## config.mk

```make
export PLATFORM = sky130hd
export DESIGN_NAME = bin_to_bcd_seq
export DESIGN_NICKNAME = d
export VERILOG_FILES = /design/src/rtl/bin_to_bcd_seq.sv
export SDC_FILE = /design/constraint.sdc
export NUM_CORES = 1
export LEC_CHECK = 0
export CORE_MARGIN = 10
export CORE_UTILIZATION = 32
export CTS_CLUSTER_DIAMETER = 100
export DETAILED_ROUTE_END_ITERATION = 8
export SKIP_LAST_GASP = 1
export SYNTH_ARGS = -nofsm -noshare
export SYNTH_HDL_FRONTEND = slang
export SYNTH_SLANG_ARGS = --single-unit
export TNS_END_PERCENT = 50
```

## constraint.sdc

```tcl
create_clock -name clk -period 1.4 [get_ports clk]
set_input_delay 0.42 -clock clk [delete_from_list [all_inputs] [get_ports clk]]
set_output_delay 0.42 -clock clk [all_outputs]
set_load 0.02 [all_outputs]
```

## src/rtl/bin_to_bcd_seq.sv

```systemverilog
// bin_to_bcd_seq: sequential binary-to-packed-BCD converter (double dabble,
// one input bit per clock) with a start / done-pulse handshake.
// Optional range check against 10^DIGITS-1: define BIN_TO_BCD_OVF_CHECK_EN.
// Without it, error is tied low and results wrap modulo 10^DIGITS.

// Per-digit adjust: a nibble of 5..9 gets +3 so the following left shift
// carries into the next decimal digit.
module bin_to_bcd_add3 (
  input  logic [3:0] d_i,
  output logic [3:0] d_o
);
  assign d_o = (d_i >= 4'd5) ? (d_i + 4'd3) : d_i;
endmodule

module bin_to_bcd_seq #(
  parameter int WIDTH  = 14,
  parameter int DIGITS = 4
) (
  input  logic                  clk,
  input  logic                  rst_n,
  input  logic                  start,
  input  logic [WIDTH-1:0]      bin_in,
  output logic [4*DIGITS-1:0]   bcd_out,
  output logic                  busy,
  output logic                  done,
  output logic                  error
);

  localparam int BW = 4 * DIGITS;
  localparam int CW = $clog2(WIDTH + 1);

  localparam logic [1:0] S_IDLE  = 2'd0;
  localparam logic [1:0] S_SHIFT = 2'd1;
  localparam logic [1:0] S_DONE  = 2'd2;

  logic [1:0]        state_q, state_d;
  logic [WIDTH-1:0]  sh_q,    sh_d;
  logic [BW-1:0]     scr_q,   scr_d;
  logic [CW-1:0]     cnt_q,   cnt_d;
  logic [BW-1:0]     bcd_q,   bcd_d;
  logic              busy_q,  busy_d;
  logic              done_q,  done_d;

  // Adjusted scratch digits, one add3 cell per digit, all in parallel.
  logic [DIGITS-1:0][3:0] scr_adj;

  for (genvar g = 0; g < DIGITS; g++) begin : g_dig
    bin_to_bcd_add3 u_add3 (
      .d_i (scr_q[4*g +: 4]),
      .d_o (scr_adj[g])
    );
  end

  // Combined {scratch, shift} register shifted left by one; the bit leaving
  // the top digit falls off, giving the mod 10^DIGITS behaviour.
  logic [BW+WIDTH-1:0] cat, cat_sh;
  assign cat    = {scr_adj, sh_q};
  assign cat_sh = cat << 1;

`ifdef BIN_TO_BCD_OVF_CHECK_EN
  // 10^n as a 64-bit constant; the range check assumes WIDTH <= 64.
  function automatic logic [63:0] pow10(input int n);
    logic [63:0] r;
    r = 64'd1;
    for (int i = 0; i < n; i++) r = r * 64'd10;
    return r;
  endfunction

  localparam logic [63:0] LIMIT = pow10(DIGITS) - 64'd1;

  logic ovf_w;
  logic ovf_q, ovf_d;
  logic err_q, err_d;
  assign ovf_w = (64'(bin_in) > LIMIT);
`endif

  // Next-state and datapath update for the IDLE/SHIFT/DONE sequencer.
  always_comb begin
    state_d = state_q;
    sh_d    = sh_q;
    scr_d   = scr_q;
    cnt_d   = cnt_q;
    bcd_d   = bcd_q;
    busy_d  = busy_q;
    done_d  = 1'b0;
`ifdef BIN_TO_BCD_OVF_CHECK_EN
    ovf_d   = ovf_q;
    err_d   = err_q;
`endif
    case (state_q)
      S_IDLE: begin
        if (start) begin
          sh_d    = bin_in;
          scr_d   = '0;
          cnt_d   = CW'(WIDTH);
          busy_d  = 1'b1;
          state_d = S_SHIFT;
`ifdef BIN_TO_BCD_OVF_CHECK_EN
          err_d   = 1'b0;
          ovf_d   = ovf_w;
          // Out-of-range input skips conversion; scratch is already zero.
          if (ovf_w) state_d = S_DONE;
`endif
        end
      end
      S_SHIFT: begin
        {scr_d, sh_d} = cat_sh;
        cnt_d         = cnt_q - CW'(1);
        if (cnt_q <= CW'(1)) state_d = S_DONE;
      end
      S_DONE: begin
        bcd_d   = scr_q;
        done_d  = 1'b1;
        busy_d  = 1'b0;
        state_d = S_IDLE;
`ifdef BIN_TO_BCD_OVF_CHECK_EN
        err_d   = ovf_q;
`endif
      end
      default: begin
        state_d = S_IDLE;
        busy_d  = 1'b0;
      end
    endcase
  end

  // State and datapath registers, cleared asynchronously.
  always_ff @(posedge clk or negedge rst_n) begin
    if (!rst_n) begin
      state_q <= S_IDLE;
      sh_q    <= '0;
      scr_q   <= '0;
      cnt_q   <= '0;
      bcd_q   <= '0;
      busy_q  <= 1'b0;
      done_q  <= 1'b0;
    end else begin
      state_q <= state_d;
      sh_q    <= sh_d;
      scr_q   <= scr_d;
      cnt_q   <= cnt_d;
      bcd_q   <= bcd_d;
      busy_q  <= busy_d;
      done_q  <= done_d;
    end
  end

`ifdef BIN_TO_BCD_OVF_CHECK_EN
  // Overflow tracking and sticky error flag.
  always_ff @(posedge clk or negedge rst_n) begin
    if (!rst_n) begin
      ovf_q <= 1'b0;
      err_q <= 1'b0;
    end else begin
      ovf_q <= ovf_d;
      err_q <= err_d;
    end
  end
  assign error = err_q;
`else
  assign error = 1'b0;
`endif

  assign bcd_out = bcd_q;
  assign busy    = busy_q;
  assign done    = done_q;

endmodule

```

==> results.sh, run 1 <==
export IMPL_rows=33
export IMPL_fin_cells=422
export IMPL_crit_chain="clkdlybuf4s15_2"
export IMPL_cts_sinks=54
export IMPL_path_delay_family="flip-flops"
export IMPL_grt_pass1_wl_mm=9.977
export IMPL_core_sq_um=8093
export IMPL_hold_viol_final=0
export IMPL_powerDensity_nw_per_um2=1940
export IMPL_leakagePower_nw=1.511
export IMPL_hold_path_class="in -> async"
export IMPL_ir_drop_mv=0.6487
export IMPL_totalWireLength_mm=5.901
export IMPL_cp_endpoint="bcd_out[13]"
export IMPL_antenna_cells=0
export IMPL_min_period_over_period=0.9830
export IMPL_syn_inst=258
export IMPL_r2r_end="scr_q[2]"
export IMPL_postSynthAreaPerCell_sq_um=10.19
export IMPL_grt_ovfl_total=0
export IMPL_drv_slew=0
export IMPL_finalSetupViolCount=0
export IMPL_cp_end_kind="output pin"
export IMPL_cts_tree="done"
export IMPL_ff2ff_path_depth=5
export IMPL_path_clk_slew_ns=0.10
export IMPL_worst_clock_skew_ns=0.009645
export IMPL_start_kind="flip-flop"
export IMPL_gp_congestion=0.8156
export IMPL_crit_start="bcd_out[13]"
export IMPL_ys_ff_latch=54
export IMPL_drive_gt1_frac=0.2618
export IMPL_worstSetupPathType="reg -> out"
export IMPL_port_buffers=34
export IMPL_first_global_vias=2055
export IMPL_yosys_area_share_simple=0.1061
export IMPL_antenna_found_initial=0
export IMPL_synth_seq_area_share=0.5138
export IMPL_drc=0
export IMPL_cp_arrival_ns=0.96
export IMPL_synth_compound_area_frac=0.2531
export IMPL_clk_path_buf_depth=2
export IMPL_drv_cap=0
export IMPL_synth_xor_area_share=0.009990
export IMPL_die_h_microns=110.7
export IMPL_grt_util_all_layers=0.09372
export IMPL_cp_max_fo=2
export IMPL_critPathRequiredTime_ns=0.98
export IMPL_clockRootBuffer="clkbuf_8"
export IMPL_htree_levels=2
export IMPL_fin_crit_ns=1.376
export IMPL_total_power_mw=6.785
export IMPL_critical_path_max_stage_delay_ns=0.39
export IMPL_syn_area_sq_um=2630
export IMPL_synth_fp_nets=285
export IMPL_yosys_warnings=0
export IMPL_drt_iter0_drc=125
export IMPL_synth_top_family_by_area="compound AO/OA/AOI/OAI gates"
export IMPL_synth_adder_area_share=0.04757
export IMPL_numPlacedInstances=409
export IMPL_routedWlPerCell_microns=13.98
export IMPL_die_area_sq_um=12240
export IMPL_synth_cell_types=37
export IMPL_synth_flop_cell="dfrtp_1"
export IMPL_reg2reg_from="scr_q[1]"
export IMPL_nets=343
export IMPL_firstDrtPassIters=4
export IMPL_critical_path_depth=1
export IMPL_hpwl_mm=4.097
export IMPL_vias=2079
export IMPL_start_util=0.3250
export IMPL_grt_max_degree=55
export IMPL_max_freq_mhz=726.7
export IMPL_cp_slowest_cell="dfrtp_1"
export IMPL_worstSkewPairLatency_ns=0.31
export IMPL_boundaryPins=36
export IMPL_ys_async_sr_fraction=1.000
export IMPL_final_util=0.4321
export IMPL_rsz0062_at_grt="true"
export IMPL_synth_edff_count=0
export IMPL_status="finished clean"
export IMPL_fin_setup_tns_ns=0
export IMPL_drtAntennaViolNets=0
export IMPL_holdBufCountCts=0
export IMPL_vias_per_cell=4.927
export IMPL_tritoncts_num_buffers=5
export IMPL_hold_slack_ns=0.09132
export IMPL_reg2reg_setup_slack_ns=0.04
export IMPL_synthToLayoutAreaGrowth_pct=32.97
export IMPL_fp_dieW_microns=110.7
export IMPL_path_buf_inv=1
export IMPL_synthMuxAreaShare=0.003806
## cells by family after synthesis
group,Yosys count
flops,54
mux,1
xor+xnor,3
fa+ha+maj,10
other cells,1
buf+inv,36
simple gates,54
compound gates,99
## worst min-delay path by stage
stage / startpoint / depth (start not counted) / slack [ns] / endpoint
6_report: rst_n / 2 / 0.09 / bcd_out[14]
5_1_grt: rst_n / 2 / 0.11 / bcd_out[7]
4_1_cts: rst_n / 2 / 0.1 / bcd_out[11]
3_5_place_dp: rst_n / 2 / 0.44 / bcd_out[11]
3_3_place_gp: rst_n / 2 / 0.44 / bcd_out[14]
2_1_floorplan: rst_n / 0 / 0.12 / bcd_out[0]
## synthesized netlist by cell type, drive strengths merged, types with 2 or more instances
cell,count,area share
a21oi,13,0.025
a22oi,14,0.040
a32o,4,0.015
buf,11,0.029
clkbuf,5,0.0071
dfrtp,54,0.51
ha,10,0.048
inv,20,0.029
nand2,26,0.037
nand2b,3,0.0081
nor2,2,0.0029
nor2b,18,0.046
nor4,2,0.0048
o2111ai,8,0.027
o21a,4,0.011
o21ai,34,0.065
o221ai,4,0.013
o22ai,2,0.0048
o311ai,4,0.013
o31ai,4,0.011
o32ai,3,0.010
xnor2,3,0.010
## routing by layer
layer  vias to the layer above  wire (microns)  global-route usage
li1                       1041               -                   -
met1                      1007            2682              0.1140
met2                        26            2965              0.1564
met3                         5             163             0.02110
met4                         0              89             0.03646
met5                         -               0                   0
## cell usage in the layout, fill, tap and decap left out, types with 2 or more instances in the layout
master / n
o21a_1: 4
o22ai_1: 2
inv_2: 5
clkbuf_2: 2
nor2_1: 2
nand2_1: 26
nor2b_2: 2
buf_2: 3
o311ai_1: 2
ha_1: 5
dfrtp_1: 53
nand2b_1: 2
nor2b_4: 4
buf_12: 4
inv_1: 15
buf_4: 28
a22oi_1: 14
ha_4: 3
clkbuf_8: 6
o221ai_1: 4
clkdlybuf4s15_2: 14
a32o_1: 4
nor4_1: 2
ha_2: 2
clkdlybuf4s50_1: 14
o32ai_2: 2
o21ai_1: 4
xnor2_1: 3
o2111ai_1: 8
o311ai_2: 2
o31ai_1: 4
nor2b_1: 12
o21ai_0: 30
a21oi_1: 13
## flip-flops by register name, indices dropped and copies added (netlist names)
signal / cells
scr_q: 16
busy: 1
state_q: 2
bcd_out: 16
cnt_q: 4
done: 1
sh_q: 14
## where the power goes
part | internal [mW] | switching (mW)
logic | 1.62 | 1.67
registers | 2.14 | 0.435
clock network | 0.399 | 0.527
## what timing repair did
item                       in CTS  in global routing
setup endpoints to repair      34                 29
pin swaps                       0                  3
buffers inserted                0                  5
resized for setup              53                 30
## area by class of cell
class	instances	area, sq um
Timing Repair Buffer	67	633.1
Clock inverter	2	12.51
Sequential cell	54	1353
Tap cell	105	131.4
Multi-Input combinational cell	168	1210
Clock buffer	6	82.58
Inverter	20	75.07
Fill cell	796	4596
## stage by stage
step	area, sq um	setup slack, ns
4_1_cts	3372	-0.04144
3_3_place_gp	3266	-0.3286
3_5_place_dp	3266	-0.3705
2_1_floorplan	2630	0.09575
6_report	3497	0.02386
5_1_grt	3497	-0.03368
(Power assumes the default switching activity.)
==> run 2: changes to the inputs <==
Settings changed: PLACE_DENSITY set to 0.56, TNS_END_PERCENT 50 to not set.
==> run 2 against run 1 <==
Clock power is 3.2% lower. Clock skew fell by 0.0033 ns. Largest cell class unchanged. Power fell by 0.15%. Critical path type unchanged. Fmax is 1.1% higher. Die area unchanged. Via count up 1.1%.
==> results.sh, run 2 (same netlist as run 1, synthesis figures left out) <==
export IMPL_nets=347
export IMPL_powerDensity_nw_per_um2=1956
export IMPL_grt_ovfl_total=0
export IMPL_htree_levels=2
export IMPL_use_met2=0.1506
export IMPL_fin_crit_ns=1.362
export IMPL_routedWlPerCell_microns=14.17
export IMPL_hpwl_mm=4.097
export IMPL_use_met1=0.1199
export IMPL_start_util=0.3250
export IMPL_first_global_vias=2070
export IMPL_firstDrtPassIters=4
export IMPL_placed_cell_area_sq_um=3268
export IMPL_cp_max_fo=2
export IMPL_drc=0
export IMPL_rsz0062_at_grt="true"
export IMPL_core_sq_um=8093
export IMPL_critical_path_max_stage_delay_ns=0.39
export IMPL_path_clk_slew_ns=0.09
export IMPL_cp_slowest_cell="dfrtp_1"
export IMPL_grt_pass1_wl_mm=9.970
export IMPL_status="finished clean"
export IMPL_hold_path_class="in -> async"
export IMPL_fillCellCount=826
export IMPL_grtUsageMet3=0.02002
export IMPL_die_area_sq_um=12240
export IMPL_min_period_over_period=0.9727
export IMPL_critPathRequiredTime_ns=0.98
export IMPL_start_kind="flip-flop"
export IMPL_final_area_sq_um=3463
export IMPL_vias=2102
export IMPL_pre_cts_ws_ns=-0.3831
export IMPL_grt_max_degree=55
export IMPL_antenna_found_initial=0
export IMPL_drv_cap=0
export IMPL_clk_path_buf_depth=2
export IMPL_holdBufCountCts=0
export IMPL_clockRootBuffer="clkbuf_8"
export IMPL_crit_chain="clkdlybuf4s15_2"
export IMPL_hold_slack_ns=0.09208
export IMPL_drv_slew=0
export IMPL_setup_ws_ns=0.03827
export IMPL_layout_common_cells="dfrtp_1, buf_4, o21ai_0, nand2_1, inv_1"
export IMPL_gp_congestion=0.7650
export IMPL_totalWireLength_mm=6.038
export IMPL_vias_per_cell=4.934
export IMPL_final_common_cell="dfrtp_1"
export IMPL_ir_drop_mv=0.5655
export IMPL_boundaryPins=36
export IMPL_leakagePower_nw=1.543
export IMPL_drive_gt1_frac=0.2679
export IMPL_tritoncts_num_buffers=5
export IMPL_cts_tree="done"
export IMPL_grt_util_all_layers=0.09352
export IMPL_rows=33
export IMPL_fp_dieW_microns=110.7
export IMPL_max_freq_mhz=734.4
export IMPL_hold_viol_final=0
export IMPL_drtAntennaViolNets=0
export IMPL_drt_iter0_drc=140
export IMPL_antenna_cells=0
export IMPL_synthToLayoutAreaGrowth_pct=31.68
export IMPL_worstSetupPathType="reg -> out"
export IMPL_cp_arrival_ns=0.94
export IMPL_port_buffers=34
export IMPL_busiest_layer="met2"
export IMPL_die_h_microns=110.7
export IMPL_cts_sinks=54
export IMPL_finalSetupViolCount=0
export IMPL_worstSkewPairLatency_ns=0.30
export IMPL_path_buf_inv=1
export IMPL_worst_clock_skew_ns=0.006386
export IMPL_path_delay_family="flip-flops"
export IMPL_cp_end_kind="output pin"
[run 2: per-layer routing]
metal	routed length (microns)	part of all wire
met5	0	0
met4	95	0.016
met3	127	0.021
met2	2960	0.49
met1	2854	0.47
[run 2: worst paths after layout]
path / start / endpoint / slack, ns / cells after the start
max: bcd_out[11] / bcd_out[11] / 0.04 / 1
min: rst_n / bcd_out[15] / 0.09 / 2
max reg2reg: scr_q[4] / scr_q[6] / 0.05 / 5
min reg2reg: bcd_out[2] / bcd_out[2] / 0.48 / 2
max in group asynchronous: rst_n / state_q[0] / 1.05 / 2
min in group clk: bcd_out[2] / bcd_out[2] / 0.48 / 2
[run 2: power by group]
group	total (mW)	switching, mW	leakage (nW)	internal, mW
sequential	2.57	0.429	0.702	2.14
combinational	3.31	1.71	0.793	1.61
clock	0.896	0.496	0.0482	0.401
total	6.77	2.63	1.54	4.14
[run 2: layout make-up]
type                    instances  area (sq um)  area share
flip-flops and latches         54          1353      0.3905
clock buffers                   7         86.33     0.02493
multi-input cells             168          1225      0.3537
repair buffers                 71         588.1      0.1698
well taps                     105         131.4     0.03793
clock inverters                 1         5.005    0.001445
inverters                      20         75.07     0.02168
[run 2: stage by stage]
step,instances,power [mW],setup TNS (ns),utilization
4_1_cts,420,6.528,-0.03484,0.4195
2_1_floorplan,258,4.388,0,-
3_3_place_gp,411,5.550,-7.860,0.4038
5_1_grt,426,7.357,-0.05418,0.4280
3_5_place_dp,411,5.617,-9.239,0.4038
6_report,426,6.775,0,0.4280
[run 2: repair_timing]
action | in CTS | in global routing
pin swaps | 0 | 6
setup buffers | 1 | 6
setup endpoints to repair | 22 | 24
gates resized for setup | 55 | 40
==> run 3: changes to the inputs <==
Settings changed: SLEW_MARGIN set to 20.
==> results of run 3 <==
No change in the layout: final DEF, timing and power equal those of run 2.
==> patch, RTL diff (flow settings as in run 3) <==
The output `done` loses its register stage (`done_q` becomes a continuous assignment).
--- a/src/rtl/bin_to_bcd_seq.sv
+++ b/src/rtl/bin_to_bcd_seq.sv
@@ -133,7 +133,6 @@
       cnt_q   <= '0;
       bcd_q   <= '0;
       busy_q  <= 1'b0;
-      done_q  <= 1'b0;
     end else begin
       state_q <= state_d;
       sh_q    <= sh_d;
@@ -141,9 +140,10 @@
       cnt_q   <= cnt_d;
       bcd_q   <= bcd_d;
       busy_q  <= busy_d;
-      done_q  <= done_d;
     end
   end
+
+  assign done_q = done_d;
 
 `ifdef BIN_TO_BCD_OVF_CHECK_EN
   // Overflow tracking and sticky error flag.
Check against the original RTL: same outputs for any inputs over 10 cycles, from zero or initial values and one cycle with rst_n low; that may be too few to reach the edited logic, so the function may still have changed.
==> patch against run 3 <==
- the run now ends with negative setup slack left
- sequential cell count is 1 lower
- final area stayed put
- synthesized area is 0.95% lower
- sequential share of layout area decreased by 0.76 points
- non-clock buffer count shrank 1
- worst setup slack worse by 0.045 ns
- combinational power is 4% higher
- die area down 0.78%
- first-iteration DRC count fell by 36%
- routed wire length grew 3.0%
- total power increased by 0.85%
- hold slack worse by 0.00085 ns
- critical path type unchanged
- largest power group unchanged
==> patch: results (changes against run 3) <==
Synth Flop Type dfrtp_1; first-pass GRT wire length 10.19 mm (+2.2%); Cell variety after synth 37 (unchanged); Setup WS post-layout -0.006300 ns (-0.04457 ns); largest net degree at the start of global routing 54 (-1.8%); Max Root-Sink Buffers 2 (unchanged); P_leak 1.551 nW (+0.56%); Commonest cells post-synth 53 x dfrtp_1, 30 x o21ai_0, 26 x nand2_1; Mean Syn Cell Area 10.14 um^2 (-0.57%); root buffer cell clkbuf_8; clk_skew 0.004660 ns (-0.001727 ns); WL met1 2.941 mm (+3.0%); dpl hpwl 4.135 mm (+0.92%); critical path's top delay family flip-flops; H-Tree Depth 2 (unchanged); syn nets 284 (-0.35%); Routability Congestion 0.7912 (+3.4%); sequential-to-total area share from yosys stat 0.5091 (-0.004671); top cells by area, synth dfrtp_1 51%, o21ai_0 5.8%, ha_1 4.8%; final setup fails 1 (+1); CP Max Fanout 2 (unchanged); all-layer global routing usage 0.1044 (+0.01093); Final Non-Filler Cells 420 (-1.4%); vias in the first global route 2022 (-2.3%); P_sw 0.002673 W (+1.7%); drt initial violations 89 (-36%); nets@finish 345 (-0.58%); Placed Instances 405 (-1.5%); initial antenna violation count 0 (unchanged); Worst Hold Class in -> async; WL per Instance 14.81 um (+4.5%); wire length on met3 252 um (+98%); status finished, violations left; CP arrival 0.99 ns (+0.05 ns); Max VDD drop 544.7 uV (-3.7%); via count 2113 (+0.52%); proportion of layout cells with a drive suffix above 1 0.2799 (+0.01196); failing checks negative setup slack; Routed met2 length 2.937 mm (-0.78%); Yosys warnings 0 (unchanged); asr flop ratio synth 1.000 (unchanged); Port Buffers 34 (unchanged)
[patch: changes by cell type after synthesis, sizes merged]
| cell | run 3 | this run |
|---|---|---|
| dfrtp | 54 | 53 |
[patch: power groups by stage]
stage / registers [W] / logic (W) / clock network [W]
floorplan: 0.00266 / 0.00170 / 0
global placement: 0.00253 / 0.00299 / 0
detailed placement: 0.00254 / 0.00304 / 0
CTS: 0.00250 / 0.00312 / 0.000910
global route: 0.00261 / 0.00384 / 0.000981
finish: 0.00251 / 0.00344 / 0.000878
[patch: metal layers]
metal | vias to the layer above | global-route usage
met3 | 6 | 0.02438
met2 | 29 | 0.1583
li1 | 1043 | -
met4 | 0 | 0.03945
met1 | 1035 | 0.1417
met5 | - | 0
[patch: final timing paths]
path / depth (start not counted) / to / from / slack [ns]
setup reg to reg: 5 / scr_q[2]$_DFFE_PN0P_ / state_q[0]$_DFFE_PN0P_ / 0.01
max in group asynchronous: 2 / cnt_q[3]$_DFFE_PN0P_ / rst_n / 1.06
hold / removal: 2 / bcd_out[10]$_DFFE_PN0P_ / rst_n / 0.09
hold reg to reg: 2 / bcd_out[5]$_DFFE_PN0P_ / bcd_out[5]$_DFFE_PN0P_ / 0.48
setup / recovery: 3 / done / state_q[0]$_DFFE_PN0P_ / -0.006
min in group clk: 2 / bcd_out[5]$_DFFE_PN0P_ / bcd_out[5]$_DFFE_PN0P_ / 0.48
[patch: kinds of logic (layout without fill, tap and decap cells)]
kind of cell / after synthesis / count (layout) / share of synthesized area
adders and majority gates: 10 / 10 / 0.04803
buffers and inverters: 36 / 97 / 0.06484
and+or+nand+nor: 54 / 54 / 0.1071
xor gates and xnor gates: 3 / 3 / 0.01009
AOI/OAI and AO/OA: 99 / 99 / 0.2555
muxes: 1 / 1 / 0.003843
DFF: 53 / 53 / 0.5091
other: 1 / 1 / 0.001440
[patch: layout make-up]
| type | instances | area, um^2 |
|---|---|---|
| clock buffer | 7 | 86.33 |
| sequential | 53 | 1326 |
| timing repair buffer | 70 | 606.8 |
| fill | 771 | 4344 |
| inverter | 20 | 75.07 |
| tap | 102 | 127.6 |
| multi-input combinational | 168 | 1241 |
[patch: repair_timing]
action / 4_1_cts / 5_1_grt
buffers inserted: 4 / 4
gates resized for setup: 61 / 44
setup endpoints to repair: 22 / 41
pin swaps: 0 / 5
[patch: through the flow]
stage	TNS, ns	setup slack [ns]	utilization	hold slack (ns)	area [um^2]
6_report	-0.006300	-0.006300	0.4436	0.09123	3463
5_1_grt	-0.2759	-0.06154	0.4436	0.1107	3463
4_1_cts	-0.05367	-0.02611	0.4325	0.1054	3377
3_5_place_dp	-10.11	-0.3351	0.4130	0.4407	3224
3_3_place_gp	-8.888	-0.2820	0.4130	0.4400	3224
2_1_floorplan	0	0.06092	-	0.1244	2605
